==> config.mk <==
export PLATFORM = sky130hd
export DESIGN_NAME = range_down_counter
export DESIGN_NICKNAME = d
export VERILOG_FILES = /design/src/rtl/counter_pkg.sv /design/src/rtl/range_cfg_reg.sv /design/src/rtl/range_down_counter.sv
export SDC_FILE = /design/constraint.sdc
export NUM_CORES = 1
export LEC_CHECK = 0
export ABC_AREA = 1
export CAP_MARGIN = 20
export CORE_MARGIN = 5
export CORE_UTILIZATION = 40
export CTS_CLUSTER_SIZE = 40
export DETAILED_ROUTE_END_ITERATION = 10
export PLACE_DENSITY_LB_ADDON = 0.05
export SLEW_MARGIN = 15
export SYNTH_ARGS = -nofsm -noshare
export SYNTH_HDL_FRONTEND = slang
export SYNTH_SLANG_ARGS = --single-unit
==> constraint.sdc <==
create_clock -name CLK -period 3 [get_ports CLK]
set_input_delay 0.6 -clock CLK [delete_from_list [all_inputs] [get_ports CLK]]
set_output_delay 0.6 -clock CLK [all_outputs]
set_load 0.03 [all_outputs]
==> src/rtl/counter_pkg.sv <==
// Shared types and defaults for the one-shot range counters.
// Used by both the 5->67 up-counter and the 67->5 down-counter.
package counter_pkg;

  typedef enum logic [1:0] {
    IDLE = 2'd0,
    RUN  = 2'd1,
    DONE = 2'd2
  } state_t;

  localparam int unsigned CNT_DEF_HI = 67;
  localparam int unsigned CNT_DEF_LO = 5;

endpackage

==> src/rtl/range_cfg_reg.sv <==
// Bound registers for the range counter: hi/lo with load validation.
// Ports: CLK, RESET, load (pre-gated), load_hi/lo in; hi_reg, lo_reg, cfg_err, load_ok out.
module range_cfg_reg
  import counter_pkg::*;
#(
  parameter int unsigned WIDTH  = 8,
  parameter int unsigned DEF_HI = CNT_DEF_HI,
  parameter int unsigned DEF_LO = CNT_DEF_LO
) (
  input  logic             CLK,
  input  logic             RESET,
  input  logic             load,
  input  logic [WIDTH-1:0] load_hi,
  input  logic [WIDTH-1:0] load_lo,
  output logic [WIDTH-1:0] hi_reg,
  output logic [WIDTH-1:0] lo_reg,
  output logic             cfg_err,
  output logic             load_ok
);

  assign load_ok = (load_hi >= load_lo);

  // A rejected load leaves the old bounds in place.
  always_ff @(posedge CLK) begin
    if (RESET) begin
      hi_reg  <= WIDTH'(DEF_HI);
      lo_reg  <= WIDTH'(DEF_LO);
      cfg_err <= 1'b0;
    end else if (load) begin
      if (load_ok) begin
        hi_reg  <= load_hi;
        lo_reg  <= load_lo;
        cfg_err <= 1'b0;
      end else begin
        cfg_err <= 1'b1;
      end
    end
  end

endmodule

==> src/rtl/range_down_counter.sv <==
// One-shot down-counter hi->lo with hold/abort and loadable bounds.
// Ports: CLK, RESET, start, hold, abort, load, load_hi/lo in; count, busy, done, cfg_err out.
module range_down_counter
  import counter_pkg::*;
#(
  parameter int unsigned WIDTH  = 8,
  parameter int unsigned DEF_HI = CNT_DEF_HI,
  parameter int unsigned DEF_LO = CNT_DEF_LO
) (
  input  logic             CLK,
  input  logic             RESET,
  input  logic             start,
  input  logic             hold,
  input  logic             abort,
  input  logic             load,
  input  logic [WIDTH-1:0] load_hi,
  input  logic [WIDTH-1:0] load_lo,
  output logic [WIDTH-1:0] count,
  output logic             busy,
  output logic             done,
  output logic             cfg_err
);

  localparam logic [WIDTH-1:0] ONE = WIDTH'(1);

  state_t           state;
  logic [WIDTH-1:0] hi_reg;
  logic [WIDTH-1:0] lo_reg;
  logic             load_ok;
  logic             cfg_load;

  // Loads only land in IDLE and lose to abort.
  assign cfg_load = load && (state == IDLE) && !abort;

  range_cfg_reg #(
    .WIDTH  (WIDTH),
    .DEF_HI (DEF_HI),
    .DEF_LO (DEF_LO)
  ) u_cfg (
    .CLK     (CLK),
    .RESET   (RESET),
    .load    (cfg_load),
    .load_hi (load_hi),
    .load_lo (load_lo),
    .hi_reg  (hi_reg),
    .lo_reg  (lo_reg),
    .cfg_err (cfg_err),
    .load_ok (load_ok)
  );

  always_ff @(posedge CLK) begin
    if (RESET) begin
      state <= IDLE;
      count <= WIDTH'(DEF_HI);
      busy  <= 1'b0;
      done  <= 1'b0;
    end else if (abort) begin
      state <= IDLE;
      count <= hi_reg;
      busy  <= 1'b0;
      done  <= 1'b0;
    end else begin
      unique case (state)
        IDLE: begin
          done <= 1'b0;
          if (load) begin
            if (load_ok) count <= load_hi;
          end else if (start) begin
            state <= RUN;
            count <= hi_reg;
            busy  <= 1'b1;
          end
        end
        RUN: begin
          // <= rather than == so the count can never slip under lo.
          if (count <= lo_reg) begin
            state <= DONE;
            count <= lo_reg;
            busy  <= 1'b0;
            done  <= 1'b1;
          end else if (!hold) begin
            count <= count - ONE;
          end
        end
        DONE: begin
          state <= IDLE;
          done  <= 1'b0;
        end
        default: begin
          state <= IDLE;
          busy  <= 1'b0;
          done  <= 1'b0;
        end
      endcase
    end
  end

endmodule

==> summary.md <==
| Metric | Value |
|---|---|
| Starting Density | `41.1%` |
| Final Hold Vio Count | `0` |
| Most frequent cell after synthesis | `nand2_1` |
| DP HPWL | `4210 um` |
| Hold slack | `474 ps` |
| LEAKAGE | `1.26 nW` |
| CTS Buf Count | `5` |
| Combinational Power Share | `32.0%` |
| Area Growth Syn to Fin | `22.9%` |
| Top cell family by delay on the critical path | `buffers and inverters` |
| CP peak stage delay | `470 ps` |
| Worst vdd ir | `225 uV` |
| Met3 Wirelength | `273 um` |
| Wire length on met2 | `2190 um` |
| Syn. warnings | `0` |
| Register area share after synthesis | `27.8%` |
| Crit share post-route | `77.4%` |
| Detailed Routing Iterations Pass 1 | `4` |
| Syn Area/Cell | `6.56 um2` |
| Synthesized instance count | `318` |
| Slew @ Worst Pin | `501 ps` |
| Sw power | `0.398 mW` |
| Top sig layer | `met4` |
| Clock skew | `6.64 ps` |
| DR vias | `1979` |
| Flops & latches, synth | `29` |
| Synthesized area | `2090 um2` |
| Number of remaining DRC errors | `0` |
| Critical-path cell list | `clkdlybuf4s50_1 -> inv_1 -> ha_1 -> nand2_1 -> nor2_1 -> nand4_1 -> nand3_1 -> nand2_1 -> buf_4 -> o21ai_0 -> a21oi_1` |
| DR iter-0 viols | `125` |
| Ys async rst share | `0%` |
| IO Pins | `33` |
| EDFF count, synth | `0` |
| Post-Syn Nets | `357` |
| Gr ovfl total | `0` |
| Antenna cell count | `0` |
| Relative slew slack | `66.5%` |
| HP Class | `reg -> reg` |
| Maxcap violations | `0` |
| Synth cell count leaders | `nand2_1, inv_1, dfxtp_1, nand3_1, a21oi_1` |
| Seq pwr share | `37.5%` |
| # rows | `26` |
| Gpl congestion | `0.892` |
| WL/cell | `12.1 um` |
| Routed Antenna Nets | `0` |
| Vias per inst | `4.68` |
| CP Launch Type | `input pin` |
| Initial antenna violation count | `0` |
| Clk sink count | `29` |
| Synth cell types | `27` |
| Switch share | `34.2%` |
| Chip height | `82.2 um` |
| Clock power frac | `30.5%` |
| Largest net degree at the start of global routing | `22` |
| CP most frequent cell | `nand2_1` |
| Critical path peak fanout | `21` |
| Kind of critical path | `in -> reg` |
| Clock-pin slew on the worst setup and hold paths | `60 ps` |
| DIE WIDTH | `82.2 um` |
| Ranking of synthesized cells by area | `dfxtp_1, nand2_1, ha_1, inv_1, nand3_1` |
| CP max stage cell | `clkdlybuf4s50_1` |
| Clk root buf | `clkbuf_8` |
| WP buf/inv | `3` |
| Pwr/cell area | `455 nW/um2` |
| GR Util All Layers | `17.0%` |
| Post-synth top flop | `dfxtp_1` |
| Critical Path AT | `2480 ps` |
| Largest area contributor in the netlist | `dfxtp_1` |
| Fill cells | `551` |
| Post-cts resize count | `0` |
| RSZ-0062 raised after global routing | `no` |
| Htree depth | `2` |
| Utilization after layout | `50.5%` |
| CTS tree | `built` |
| Drt total wl | `5100 um` |
| Clk_lat worst skew | `280 ps` |
| Power, Total | `1.17 mW` |
| Number of port buffers | `32` |
| Global-route wire length before repair | `8860 um` |
| Slew Viols, Final | `0` |
| WL met1 | `2590 um` |
| Vias in the first global route | `1878` |
| Outcome | `completed` |
| Post-CTS setup buffers | `0` |
| Post-layout min period | `2320 ps` |
| NumNets Final | `391` |
| Synth top area share | `27.8%` |
| Fin Setup TNS | `0 ps` |
| Die ar. | `6760 um2` |
| Deepest clock path buffer count | `2` |
| Req. time, crit path | `3160 ps` |
| Max Fclk | `0.431 GHz` |
| P_int | `0.768 mW` |
| Core Area | `5070 um2` |
| Layout cells sized above 1 | `9.07%` |
| # setup viols final | `0` |
| CP endpoint kind | `flip-flop` |
| Hold_buf cts | `0` |
==> logic make-up (layout without fill, tap and decap cells) <==
kind of cell / after synthesis / after routing / share of synthesized area [%]
buffers and inverters: 62 / 97 / 12.7
AOI/OAI and AO/OA: 53 / 53 / 13.9
DFF: 29 / 29 / 27.8
xor gates and xnor gates: 4 / 4 / 1.68
adders and majority gates: 17 / 17 / 10.2
and+or+nand+nor: 153 / 153 / 33.7
==> power groups by stage <==
stage | Sequential (mW) | Clock, mW | Combinational [mW]
after floorplan | 0.468 | 0 | 0.244
after global placement | 0.447 | 0 | 0.375
after detailed placement | 0.447 | 0 | 0.376
after CTS | 0.438 | 0.363 | 0.379
after global routing | 0.442 | 0.383 | 0.428
final | 0.438 | 0.355 | 0.374
==> area by class of cell <==
| class | instances | area [um2] | area share, % |
|---|---|---|---|
| Multi-Input combinational cell | 227 | 1240 | 48.4 |
| Sequential cell | 29 | 581 | 22.7 |
| Timing Repair Buffer | 37 | 358 | 14.0 |
| Inverter | 52 | 195 | 7.62 |
| Clock buffer | 7 | 96.3 | 3.76 |
| Tap cell | 70 | 87.6 | 3.42 |
| Clock inverter | 1 | 5.00 | 0.195 |
==> path summary, 6_finish.rpt <==
check                                     start         endpoint  slack, ps  cells past startpoint
worst max register to register  u_cfg.lo_reg[2]         count[2]       1040                     15
worst min-delay path            u_cfg.hi_reg[2]  u_cfg.hi_reg[2]        470                      2
worst min register to register  u_cfg.hi_reg[2]  u_cfg.hi_reg[2]        470                      2
worst max-delay path                 load_lo[7]  u_cfg.lo_reg[5]        680                     11
==> placed cells by master (no fill, tap or decap), types with 3 or more instances in the layout <==
cell type / Yosys / final
o21ai_0: 19 / 19
nor2_1: 23 / 23
clkdlybuf4s50_1: 0 / 32
buf_4: 1 / 5
dfxtp_1: 29 / 29
clkbuf_8: 0 / 7
inv_1: 48 / 48
nand2_2: 5 / 5
nand3_1: 28 / 28
inv_2: 4 / 4
a21oi_1: 24 / 24
ha_1: 17 / 17
nor2_4: 3 / 3
xor2_1: 4 / 4
o211ai_1: 6 / 6
nand2_1: 81 / 81
nand4_1: 5 / 5
==> per-stage QoR <==
step	setup WS, ps	cell area, um2	instances
after floorplan	1110	2090	318
after global placement	401	2460	415
after detailed placement	376	2460	415
after CTS	672	2560	423
after global routing	457	2560	423
final	679	2560	423
==> per-layer routing <==
layer / up-vias / GRT usage (%)
met3: 6 / 4.12
met5: - / 0
met2: 45 / 26.2
met1: 839 / 23.5
li1: 1089 / -
met4: 0 / 4.49
==> worst min-delay path, cell delays in order (launching register included) <==
cell	delay, ps
dfxtp_1	310
inv_1	70
a21oi_1	50
Note: power is estimated with default switching activity, not from simulation.
